==> config.mk <==
export PLATFORM = sky130hd
export DESIGN_NAME = lsu
export DESIGN_NICKNAME = d
export VERILOG_FILES = /design/src/rtl/lsu_pkg.sv /design/src/rtl/lsu_align.sv /design/src/rtl/lsu.sv
export SDC_FILE = /design/constraint.sdc
export NUM_CORES = 1
export LEC_CHECK = 0
export CORE_ASPECT_RATIO = 1.2
export CORE_MARGIN = 2
export CORE_UTILIZATION = 40
export CTS_CLUSTER_SIZE = 25
export DETAILED_ROUTE_END_ITERATION = 8
export PLACE_DENSITY = 0.69
export SLEW_MARGIN = 20
export SYNTH_ARGS = -nofsm -noshare
export SYNTH_HDL_FRONTEND = slang
export SYNTH_HIERARCHICAL = 1
export SYNTH_SLANG_ARGS = --single-unit
==> constraint.sdc <==
create_clock -name clk -period 2.2 [get_ports clk]
set_input_delay 0.44 -clock clk [delete_from_list [all_inputs] [get_ports clk]]
set_output_delay 0.44 -clock clk [all_outputs]
set_load 0.03 [all_outputs]
==> src/rtl/lsu_pkg.sv <==
// Shared definitions for the load/store unit: FSM states and RV32I width codes.
package lsu_pkg;

    typedef enum logic [2:0] {
        StIdle,
        StReq,
        StCapt,
        StMerge,
        StResp
    } lsu_state_e;

    localparam logic [2:0] F3_B  = 3'b000;
    localparam logic [2:0] F3_H  = 3'b001;
    localparam logic [2:0] F3_W  = 3'b010;
    localparam logic [2:0] F3_BU = 3'b100;
    localparam logic [2:0] F3_HU = 3'b101;

    // Width code legality: stores only have B/H/W, loads add the unsigned variants.
    function automatic logic f3_legal(input logic we, input logic [2:0] f3);
        if (we) begin
            return (f3 == F3_B) || (f3 == F3_H) || (f3 == F3_W);
        end
        return (f3 == F3_B) || (f3 == F3_H) || (f3 == F3_W) ||
               (f3 == F3_BU) || (f3 == F3_HU);
    endfunction

    // Halfwords need an even address, words a 4-byte aligned one.
    function automatic logic f3_misaligned(input logic [2:0] f3, input logic [1:0] a);
        if ((f3 == F3_H) || (f3 == F3_HU)) begin
            return a[0];
        end
        if (f3 == F3_W) begin
            return a != 2'b00;
        end
        return 1'b0;
    endfunction

endpackage

==> src/rtl/lsu_align.sv <==
// Lane extraction/extension for loads and lane merging for sub-word stores.
module lsu_align
    import lsu_pkg::*;
(
    input  logic [31:0] mem_rd,
    input  logic [31:0] wdata,
    input  logic [1:0]  addr_lo,
    input  logic [2:0]  funct3,
    output logic [31:0] load_data,
    output logic [31:0] store_data
);

    function automatic logic [31:0] load_extract(input logic [31:0] rd, input logic [1:0] a,
                                                 input logic [2:0] f3);
        logic [7:0]  b;
        logic [15:0] h;
        b = 8'(rd >> {a, 3'b000});
        h = 16'(rd >> {a[1], 4'b0000});
        case (f3)
            F3_B:    return {{24{b[7]}}, b};
            F3_BU:   return {24'h0, b};
            F3_H:    return {{16{h[15]}}, h};
            F3_HU:   return {16'h0, h};
            F3_W:    return rd;
            default: return 32'h0;
        endcase
    endfunction

    // Replace only the addressed lane; words pass the store data straight through.
    function automatic logic [31:0] store_merge(input logic [31:0] rd, input logic [31:0] wd,
                                                input logic [1:0] a, input logic [2:0] f3);
        logic [31:0] mask;
        logic [31:0] data;
        case (f3)
            F3_B: begin
                mask = 32'h0000_00ff << {a, 3'b000};
                data = {4{wd[7:0]}};
            end
            F3_H: begin
                mask = 32'h0000_ffff << {a[1], 4'b0000};
                data = {2{wd[15:0]}};
            end
            default: begin
                mask = 32'hffff_ffff;
                data = wd;
            end
        endcase
        return (rd & ~mask) | (data & mask);
    endfunction

    // Pure combinational lane logic.
    always_comb begin
        load_data  = load_extract(mem_rd, addr_lo, funct3);
        store_data = store_merge(mem_rd, wdata, addr_lo, funct3);
    end

endmodule

==> src/rtl/lsu.sv <==
// Load/store unit: FSM driving a 1-cycle-latency word RAM, RMW for sub-word stores.
module lsu
    import lsu_pkg::*;
#(
    parameter int unsigned SIZE = 1024
) (
    input  logic        clk,
    input  logic        rst,
    input  logic        req_valid,
    output logic        req_ready,
    input  logic        req_we,
    input  logic [2:0]  req_funct3,
    input  logic [31:0] req_addr,
    input  logic [31:0] req_wdata,
    output logic        resp_valid,
    output logic [31:0] resp_rdata,
    output logic        resp_err,
    output logic        mem_we,
    output logic [31:0] mem_addr,
    output logic [31:0] mem_wd,
    input  logic [31:0] mem_rd
);

    lsu_state_e  state_q, state_d;
    logic        we_q, we_d;
    logic [2:0]  f3_q, f3_d;
    logic [1:0]  alo_q, alo_d;
    logic [31:0] wdata_q, wdata_d;
    logic        mem_we_q, mem_we_d;
    logic [31:0] mem_addr_q, mem_addr_d;
    logic [31:0] mem_wd_q, mem_wd_d;
    logic        resp_valid_q, resp_valid_d;
    logic [31:0] resp_rdata_q, resp_rdata_d;
    logic        resp_err_q, resp_err_d;

    logic        req_err;
    logic        req_oor;
    logic        is_sw_q;
    logic [31:0] load_data;
    logic [31:0] store_data;

    lsu_align u_align (
        .mem_rd     (mem_rd),
        .wdata      (wdata_q),
        .addr_lo    (alo_q),
        .funct3     (f3_q),
        .load_data  (load_data),
        .store_data (store_data)
    );

    // Request decode and output wiring.
    always_comb begin
        req_oor    = 32'(req_addr[31:2]) >= SIZE;
        req_err    = !f3_legal(req_we, req_funct3) ||
                     f3_misaligned(req_funct3, req_addr[1:0]) || req_oor;
        is_sw_q    = we_q && (f3_q == F3_W);
        req_ready  = (state_q == StIdle);
        resp_valid = resp_valid_q;
        resp_rdata = resp_rdata_q;
        resp_err   = resp_err_q;
        mem_we     = mem_we_q;
        mem_addr   = mem_addr_q;
        mem_wd     = mem_wd_q;
    end

    // Next-state logic; resp_valid_d is raised on every transition into StResp.
    always_comb begin
        state_d      = state_q;
        we_d         = we_q;
        f3_d         = f3_q;
        alo_d        = alo_q;
        wdata_d      = wdata_q;
        mem_we_d     = mem_we_q;
        mem_addr_d   = mem_addr_q;
        mem_wd_d     = mem_wd_q;
        resp_valid_d = 1'b0;
        resp_rdata_d = resp_rdata_q;
        resp_err_d   = resp_err_q;
        case (state_q)
            StIdle: begin
                if (req_valid) begin
                    we_d         = req_we;
                    f3_d         = req_funct3;
                    alo_d        = req_addr[1:0];
                    wdata_d      = req_wdata;
                    resp_rdata_d = 32'h0;
                    resp_err_d   = 1'b0;
                    if (req_err) begin
                        resp_err_d   = 1'b1;
                        resp_valid_d = 1'b1;
                        state_d      = StResp;
                    end else begin
                        mem_addr_d = {req_addr[31:2], 2'b00};
                        mem_we_d   = req_we && (req_funct3 == F3_W);
                        mem_wd_d   = req_wdata;
                        state_d    = StReq;
                    end
                end
            end
            StReq: begin
                mem_we_d = 1'b0;
                if (is_sw_q) begin
                    resp_valid_d = 1'b1;
                    state_d      = StResp;
                end else begin
                    state_d = StCapt;
                end
            end
            StCapt: begin
                if (!we_q) begin
                    resp_rdata_d = load_data;
                    resp_valid_d = 1'b1;
                    state_d      = StResp;
                end else begin
                    mem_wd_d = store_data;
                    mem_we_d = 1'b1;
                    state_d  = StMerge;
                end
            end
            StMerge: begin
                mem_we_d     = 1'b0;
                resp_valid_d = 1'b1;
                state_d      = StResp;
            end
            StResp: begin
                state_d = StIdle;
            end
            default: begin
                state_d = StIdle;
            end
        endcase
    end

    // State and registered outputs with synchronous reset.
    always_ff @(posedge clk) begin
        if (rst) begin
            state_q      <= StIdle;
            we_q         <= 1'b0;
            f3_q         <= 3'b000;
            alo_q        <= 2'b00;
            wdata_q      <= 32'h0;
            mem_we_q     <= 1'b0;
            mem_addr_q   <= 32'h0;
            mem_wd_q     <= 32'h0;
            resp_valid_q <= 1'b0;
            resp_rdata_q <= 32'h0;
            resp_err_q   <= 1'b0;
        end else begin
            state_q      <= state_d;
            we_q         <= we_d;
            f3_q         <= f3_d;
            alo_q        <= alo_d;
            wdata_q      <= wdata_d;
            mem_we_q     <= mem_we_d;
            mem_addr_q   <= mem_addr_d;
            mem_wd_q     <= mem_wd_d;
            resp_valid_q <= resp_valid_d;
            resp_rdata_q <= resp_rdata_d;
            resp_err_q   <= resp_err_d;
        end
    end

endmodule

Yosys cells after proc, flatten, opt, wreduce, memory -nomap -nowiden
Cells that the tools add are included.
{"block": "word_totals", "mem_bits_ro": 0, "out_inout_bits": 100, "latchBits": 0, "in_bits": 103, "ram_bits": 0, "n_memories": 0, "register_bits": 138, "elab_cells": 92}
{"block": "classes", "n_addsub": 0, "magnitude_cmp": 1, "eq_ne": 15, "div_mod_pow": 0, "n_reduce_logical": 22, "n_bitwise": 5, "shifts": 4, "mul": 0, "muxes": 34}
{"operator": "case mux 32 bit (2 select lines)", "count": 4}
{"operator": "2-to-1 mux 32 bit", "count": 5}
{"operator": "case mux 32 bit (5 select lines)", "count": 1}
{"operator": "AND 32 bit", "count": 2}
{"operator": "NOT 32 bit", "count": 1}
{"operator": "bitwise OR 32 bit", "count": 1}
{"operator": "<< shifter 16 x 5 -> 32 bit (first input constant)", "count": 1}
{"operator": "<< shifter 8 x 5 -> 32 bit (first input constant)", "count": 1}
{"operator": ">> shifter 32 x 5 -> 16 bit", "count": 1}
{"operator": ">> shifter 32 x 5 -> 8 bit", "count": 1}
{"operator": "greater-or-equal comparator 30 x 11 -> 1 bit (second input constant)", "count": 1}
{"operator": "2-to-1 mux 1 bit", "count": 17}
{"operator": "== test 3 x 2 -> 1 bit (second input constant)", "count": 4}
{"operator": "== test 3 bit (second input constant)", "count": 4}
{"operator": "2-to-1 mux 3 bit", "count": 4}
{"operator": "case mux 3 bit (4 select lines)", "count": 1}
{"operator": "== test 3 x 1 -> 1 bit (second input constant)", "count": 3}
{"operator": "zero test 3 bit", "count": 3}
{"operator": "inequality test 2 bit (second input constant)", "count": 4}
{"operator": "AND reduction 4 bit", "count": 2}
{"operator": "logical OR 1 bit", "count": 7}
{"operator": "AND reduction 3 bit", "count": 2}
{"operator": "case mux 1 bit (4 select lines)", "count": 1}
{"operator": "nonzero test 2 bit", "count": 2}
{"operator": "other kinds (7)", "count": 8}

Longest topological paths before layout
{"block": "logic_depth", "ltp_word": 12, "ltp_mapped": 8, "ltp_nobuf": 6}

By module
Netlist, hierarchy kept.
{"module": "lsu", "cells_per_inst": 654, "instances": 1, "seq_area_each_um2": 2762.6, "area_each_um2": 5413.9}
{"module": "lsu_align", "cells_per_inst": 197, "instances": 1, "seq_area_each_um2": 0.0, "area_each_um2": 1590.3}

Worst setup path after synthesis
OpenSTA, ideal clock, no wires.
{"block": "synth_path", "path_kind": "reg2reg", "start": "register state_q[2]", "end": "register wdata_q[10]", "path_buffers": 3, "arrival_time_ns": 2.018, "setup_ns": 0.132, "required_ns": 2.068, "stages_incl_launch_ff": 8, "synth_period_minus_slack_ns": 2.151, "setup_slack_ns": 0.049, "cell_sequence": "dfxtp_1 buf_2 nor3_1 nand2_1 clkbuf_1 clkbuf_1 nand2_1 a21oi_1"}
{"block": "synth_between", "elab_chain_cells": 2}
{"element": "start, declared", "line_no": "lsu.sv:24", "rtl": "lsu_state_e state_q, state_d;"}
{"element": "start signal, assigned", "line_no": "lsu.sv:137", "rtl": "state_q <= StIdle;"}
{"element": "start signal, assigned", "line_no": "lsu.sv:149", "rtl": "state_q <= state_d;"}
{"element": "zero test 3 bit"}
{"element": "net req_ready", "line_no": "lsu.sv:10", "rtl": "output logic req_ready,"}
{"element": "AND reduction 2 bit (no line)"}
{"element": "end signal, assigned", "line_no": "lsu.sv:153", "rtl": "wdata_q <= wdata_d;"}
{"element": "end, declared", "line_no": "lsu.sv:28", "rtl": "logic [31:0] wdata_q, wdata_d;"}
The timed path passes the listed nets, and every way through them passes these cells.
A chain may end at the register's enable or synchronous reset.

Final worst setup path
{"block": "layout_path", "start": "register f3_q[1]", "end": "register mem_wd_q[30], in the netlist mem_wd[30]"}
{"block": "layout_between", "elab_chain_cells": 7, "elab_cells_between_ends": 10, "classes_between": "eq/ne: 1; mux: 4; bitwise: 4; reduce/logical: 1"}
{"element": "start, declared", "line_no": "lsu.sv:26", "rtl": "logic [2:0] f3_q, f3_d;"}
{"element": "start signal, assigned", "line_no": "lsu.sv:139", "rtl": "f3_q <= 3'b000;"}
{"element": "start signal, assigned", "line_no": "lsu.sv:151", "rtl": "f3_q <= f3_d;"}
{"element": "== test 3 x 1 -> 1 bit or zero test 3 bit (tied branches)", "line_no": "lsu_align.sv:34", "rtl": "case (f3)"}
{"element": "case mux 32 bit (2 select lines)", "line_no": "lsu_align.sv:34"}
{"element": "NOT 32 bit", "line_no": "lsu_align.sv:48", "rtl": "return (rd & ~mask) | (data & mask);"}
{"element": "AND 32 bit", "line_no": "lsu_align.sv:48"}
{"element": "bitwise OR 32 bit (*)", "line_no": "lsu_align.sv:48"}
{"element": "net store_data[30]", "line_no": "lsu.sv:40", "rtl": "logic [31:0] store_data;"}
{"element": "2-to-1 mux 32 bit (*)", "line_no": "lsu.sv:110", "rtl": "if (!we_q) begin"}
{"element": "case mux 32 bit (2 select lines) (*)", "line_no": "lsu.sv:79", "rtl": "case (state_q)"}
{"element": "end signal, assigned", "line_no": "lsu.sv:156", "rtl": "mem_wd_q <= mem_wd_d;"}
{"element": "end, declared", "line_no": "lsu.sv:31", "rtl": "logic [31:0] mem_wd_q, mem_wd_d;"}
Mark *: on every way through the listed nets, which the timed path passes. The rest lies on a longest branch. The select of a mux whose other input is x is not followed.

==> metrics.log <==
[metrics] Layout Nets: 1157
[metrics] count of buffers added by post-CTS timing repair for setup: 0
[metrics] Hold Path End: mem_addr[6]
[metrics] average vias per placed instance: 5.34
[metrics] total clock sinks: about 140
[metrics] maximum frequency from static timing analysis: 0.486 GHz
[metrics] Crit Path Category: reg2reg
[metrics] Starting Density: 0.405
[metrics] top flip-flop cell by instance count after synthesis: dfxtp_1
[metrics] worst reg2reg path endpoint: mem_wd[30]
[metrics] proportion of synthesized chip area in sequential cells: 0.394
[metrics] reported max-cap violation count: 0
[metrics] Die X: between 100 and 150 um
[metrics] crit-path max cell delay: 0.47 ns
[metrics] capturing element type of the critical path: register
[metrics] via total after detailed routing: 6871
[metrics] path category of the worst min-delay check: in2reg
[metrics] depth of the worst hold-timing path: 2
[metrics] count of buffers inserted at the top-level ports: 200
[metrics] reg2reg path depth: 7
[metrics] peak supply drop: 0.000494 V
[metrics] count of standard-cell rows: 53
[metrics] leading cell types in the layout, fill and taps excluded: clkdlybuf4s50_1 (198), nand2_1 (195), dfxtp_1 (138)
[metrics] average wire per cell in the routed design: 17.5 um
[metrics] number of global-route vias before repair: 6561
[metrics] FF+latch count, synth: 138
[metrics] async set-reset flop share out of synthesis: 0
[metrics] grt total ovfl: 0
[metrics] critical path's most frequent cell: nand2_1
[metrics] number of clock buffers inserted by TritonCTS: 17
[metrics] Crit path max-delay family: simple AND/OR/NAND/NOR gates
[metrics] CP Cell Sequence: buf_4, nor2_1, nand2_1, mux2_2, nand2_1, a21o_1, o22ai_1
[metrics] most common library cell in the layout ignoring fill and taps: clkdlybuf4s50_1
[metrics] met3 routing resource usage after global routing: 0.0570
[metrics] final clock period utilization by the worst path: 0.936
[metrics] relative area change from synthesis to final layout: 44.2%
[metrics] maximum number of buffers from clock root to sink: 2
[metrics] unrepaired setup endpoints after global routing: false
[metrics] post-synthesis cell type count: 48
[metrics] global-route total usage across every layer: 0.237
[metrics] count of final hold-check violations: 0
[metrics] worst clock skew: 0.00819 ns
[metrics] worst setup path start: f3_q[1]
[metrics] # setup viols final: 0
[metrics] global-route wire length before repair: approximately 35 mm
[metrics] number of enable flip-flop cells after synthesis: 0
[metrics] cell leakage power: approximately 0.0039 uW
[metrics] initial antenna violation count: 0
[metrics] worst path required time: between 2 and 2.5 ns
[metrics] result of the run: finished, final reports clean
[metrics] number of antenna cells inserted: 0
[metrics] clock-pin slew reported for the worst setup and hold paths after clock tree synthesis: 0.06 ns
[metrics] Resized cells post-CTS: 1
[metrics] Synth warnings: 6
[metrics] Std-Cell Core Area: 17300 um2
[metrics] maximum number of pins on one net before global-route repair: 50
[metrics] Pins Over Slew Limit: 0
[metrics] final RePlAce weighted congestion: 0.938
[metrics] max_slew headroom: 0.651
[metrics] met2 track demand over resource: 0.394
[metrics] chip height: 149 um
[metrics] Max FO, Critical Path: 22
[metrics] Die ar.: around 19000 um2
[metrics] remaining antenna violation count after routing: 0
[metrics] met1 usage: 0.300
[metrics] min cycle time layout: 2.06 ns
[metrics] Worst Hold Margin: 0.385 ns
[metrics] most heavily used metal layer in global routing: met2
[metrics] # hold bufs at CTS: 0
[metrics] r2r startpoint: f3_q[1]
[metrics] Routed WL: 22.5 mm
[metrics] number of iterations in the first detailed-routing pass: 7
[metrics] register-to-register setup slack: 0.14 ns
[metrics] total power after layout: between 6000 and 7000 uW
[metrics] HPWL reported at the end of detailed placement: 16.5 mm
[metrics] number of instances in the synthesized netlist: 851
[metrics] CTS H-tree depth: 4
[metrics] buffering stage count on the worst path with inverters included: 1
[metrics] startpoint type of the worst setup path: register
[metrics] number of design-rule violations left by the first detailed-router iteration: 576
[metrics] min-delay src: rst
[metrics] area of the mapped netlist: 7000 um2
[metrics] IO Count: ~200
[metrics] share of post-route cells with drive strength above 1: 0.162
[metrics] cell with the largest stage delay on the worst path: dfxtp_1
[metrics] power per cell area: 642 nW/um2
[metrics] DRC violation count after routing: 0
[metrics] data arrival time of the critical path: between 2 and 2.5 ns
[metrics] TritonCTS clock tree: yes
[metrics] Mean Syn Cell Area: 8.23 um2
[metrics] later-pin clock latency in the skew report: 0.43 ns
[metrics] Slew @ Worst Pin: between 0.5 and 0.6 ns
[metrics] master cell of the clock root buffer: clkbuf_16
-- per-stage QoR --
step / TNS, ns / instance area [um2] / instances / util / worst slack (ns)
final: 0 / 10100 / 1287 / 0.584 / 0.141
after global placement: -4.88 / 9520 / 1255 / 0.550 / -0.106
after floorplan: 0 / 7010 / 852 / - / 0.0493
after CTS: 0 / 10100 / 1287 / 0.584 / 0.148
after global routing: 0 / 10100 / 1287 / 0.584 / 0.0570
after detailed placement: -6.42 / 9520 / 1255 / 0.550 / -0.141
-- power by group --
part / internal (uW) / leakage, uW / total, uW / switching (uW)
Sequential: 2550 / 0.00112 / 2600 / 50.9
Clock: 1700 / 0.000276 / 2850 / 1140
Combinational: 549 / 0.00249 / 1040 / 496
-- flip-flops by register name (all words and copies together), names as in the netlist, 2 cells and up --
signal and count:
alo_q 2, wdata_q 32, mem_addr 30, mem_wd 32, resp_rdata 32, state_q 3, f3_q 3
-- Yosys cell counts (2+ instances only) --
cell	count	area, um2
a21boi_0	3	22.5
a21o_1	42	315
a21o_2	6	52.6
a21oi_1	88	440
a22oi_1	2	15.0
and2_1	20	125
buf_2	17	85.1
buf_4	3	22.5
buf_6	3	33.8
clkbuf_1	50	188
dfxtp_1	138	2760
inv_1	2	7.51
mux2_1	3	33.8
mux2_2	63	709
mux2i_1	25	250
nand2_1	195	732
nand2b_1	3	18.8
nand3_1	33	165
nand3b_1	32	240
nand4_1	2	12.5
nor2_1	26	97.6
nor2b_1	4	25.0
nor3_1	4	20.0
nor3_4	2	32.5
nor3b_1	2	15.0
nor4_1	5	31.3
o21ai_0	23	115
o21ai_2	2	17.5
o22ai_1	32	200
o31a_1	2	17.5
or2b_1	2	15.0
-- worst register-to-register path: stages, from the launching register on --
cell,delay [ns]
dfxtp_1,0.47
buf_4,0.31
nor2_1,0.14
nand2_1,0.30
mux2_2,0.39
nand2_1,0.08
a21o_1,0.14
o22ai_1,0.09
-- cells by family (layout without fill, tap and decap cells) --
| group | count (synthesis) | in the layout | share of synthesized area |
|---|---|---|---|
| buffers and inverters | 76 | 291 | 0.0486 |
| other | 1 | 2 | 0.000535 |
| AOI/OAI and AO/OA | 208 | 208 | 0.183 |
| and+or+nand+nor | 336 | 336 | 0.228 |
| muxes | 92 | 92 | 0.145 |
| DFF | 138 | 138 | 0.394 |
-- cell type report --
class / instances / area (um2)
clock inverter: 13 / 144
tap: 220 / 275
fill: 1522 / 7200
timing repair buffer: 257 / 2550
clock buffer: 19 / 443
sequential: 138 / 2760
inverter: 2 / 7.51
multi-input combinational: 638 / 3920
-- worst max path at each step --
| stage | endpoint | slack [ns] | depth (start not counted) |
|---|---|---|---|
| 3_3_place_gp | mem_wd[20] | -0.11 | 6 |
| 4_1_cts | mem_wd[30] | 0.15 | 7 |
| 3_5_place_dp | mem_wd[30] | -0.14 | 6 |
| 2_1_floorplan | wdata_q[10] | 0.05 | 7 |
| 6_report | mem_wd[30] | 0.14 | 7 |
| 5_1_grt | mem_wd[30] | 0.06 | 7 |
-- layer usage --
layer  up-vias  part of all wire
li1       3357                 -
met1      3242              0.43
met2       229              0.48
met3        43             0.061
met4         0             0.029
met5         -                 0
(Power assumes the default switching activity.)
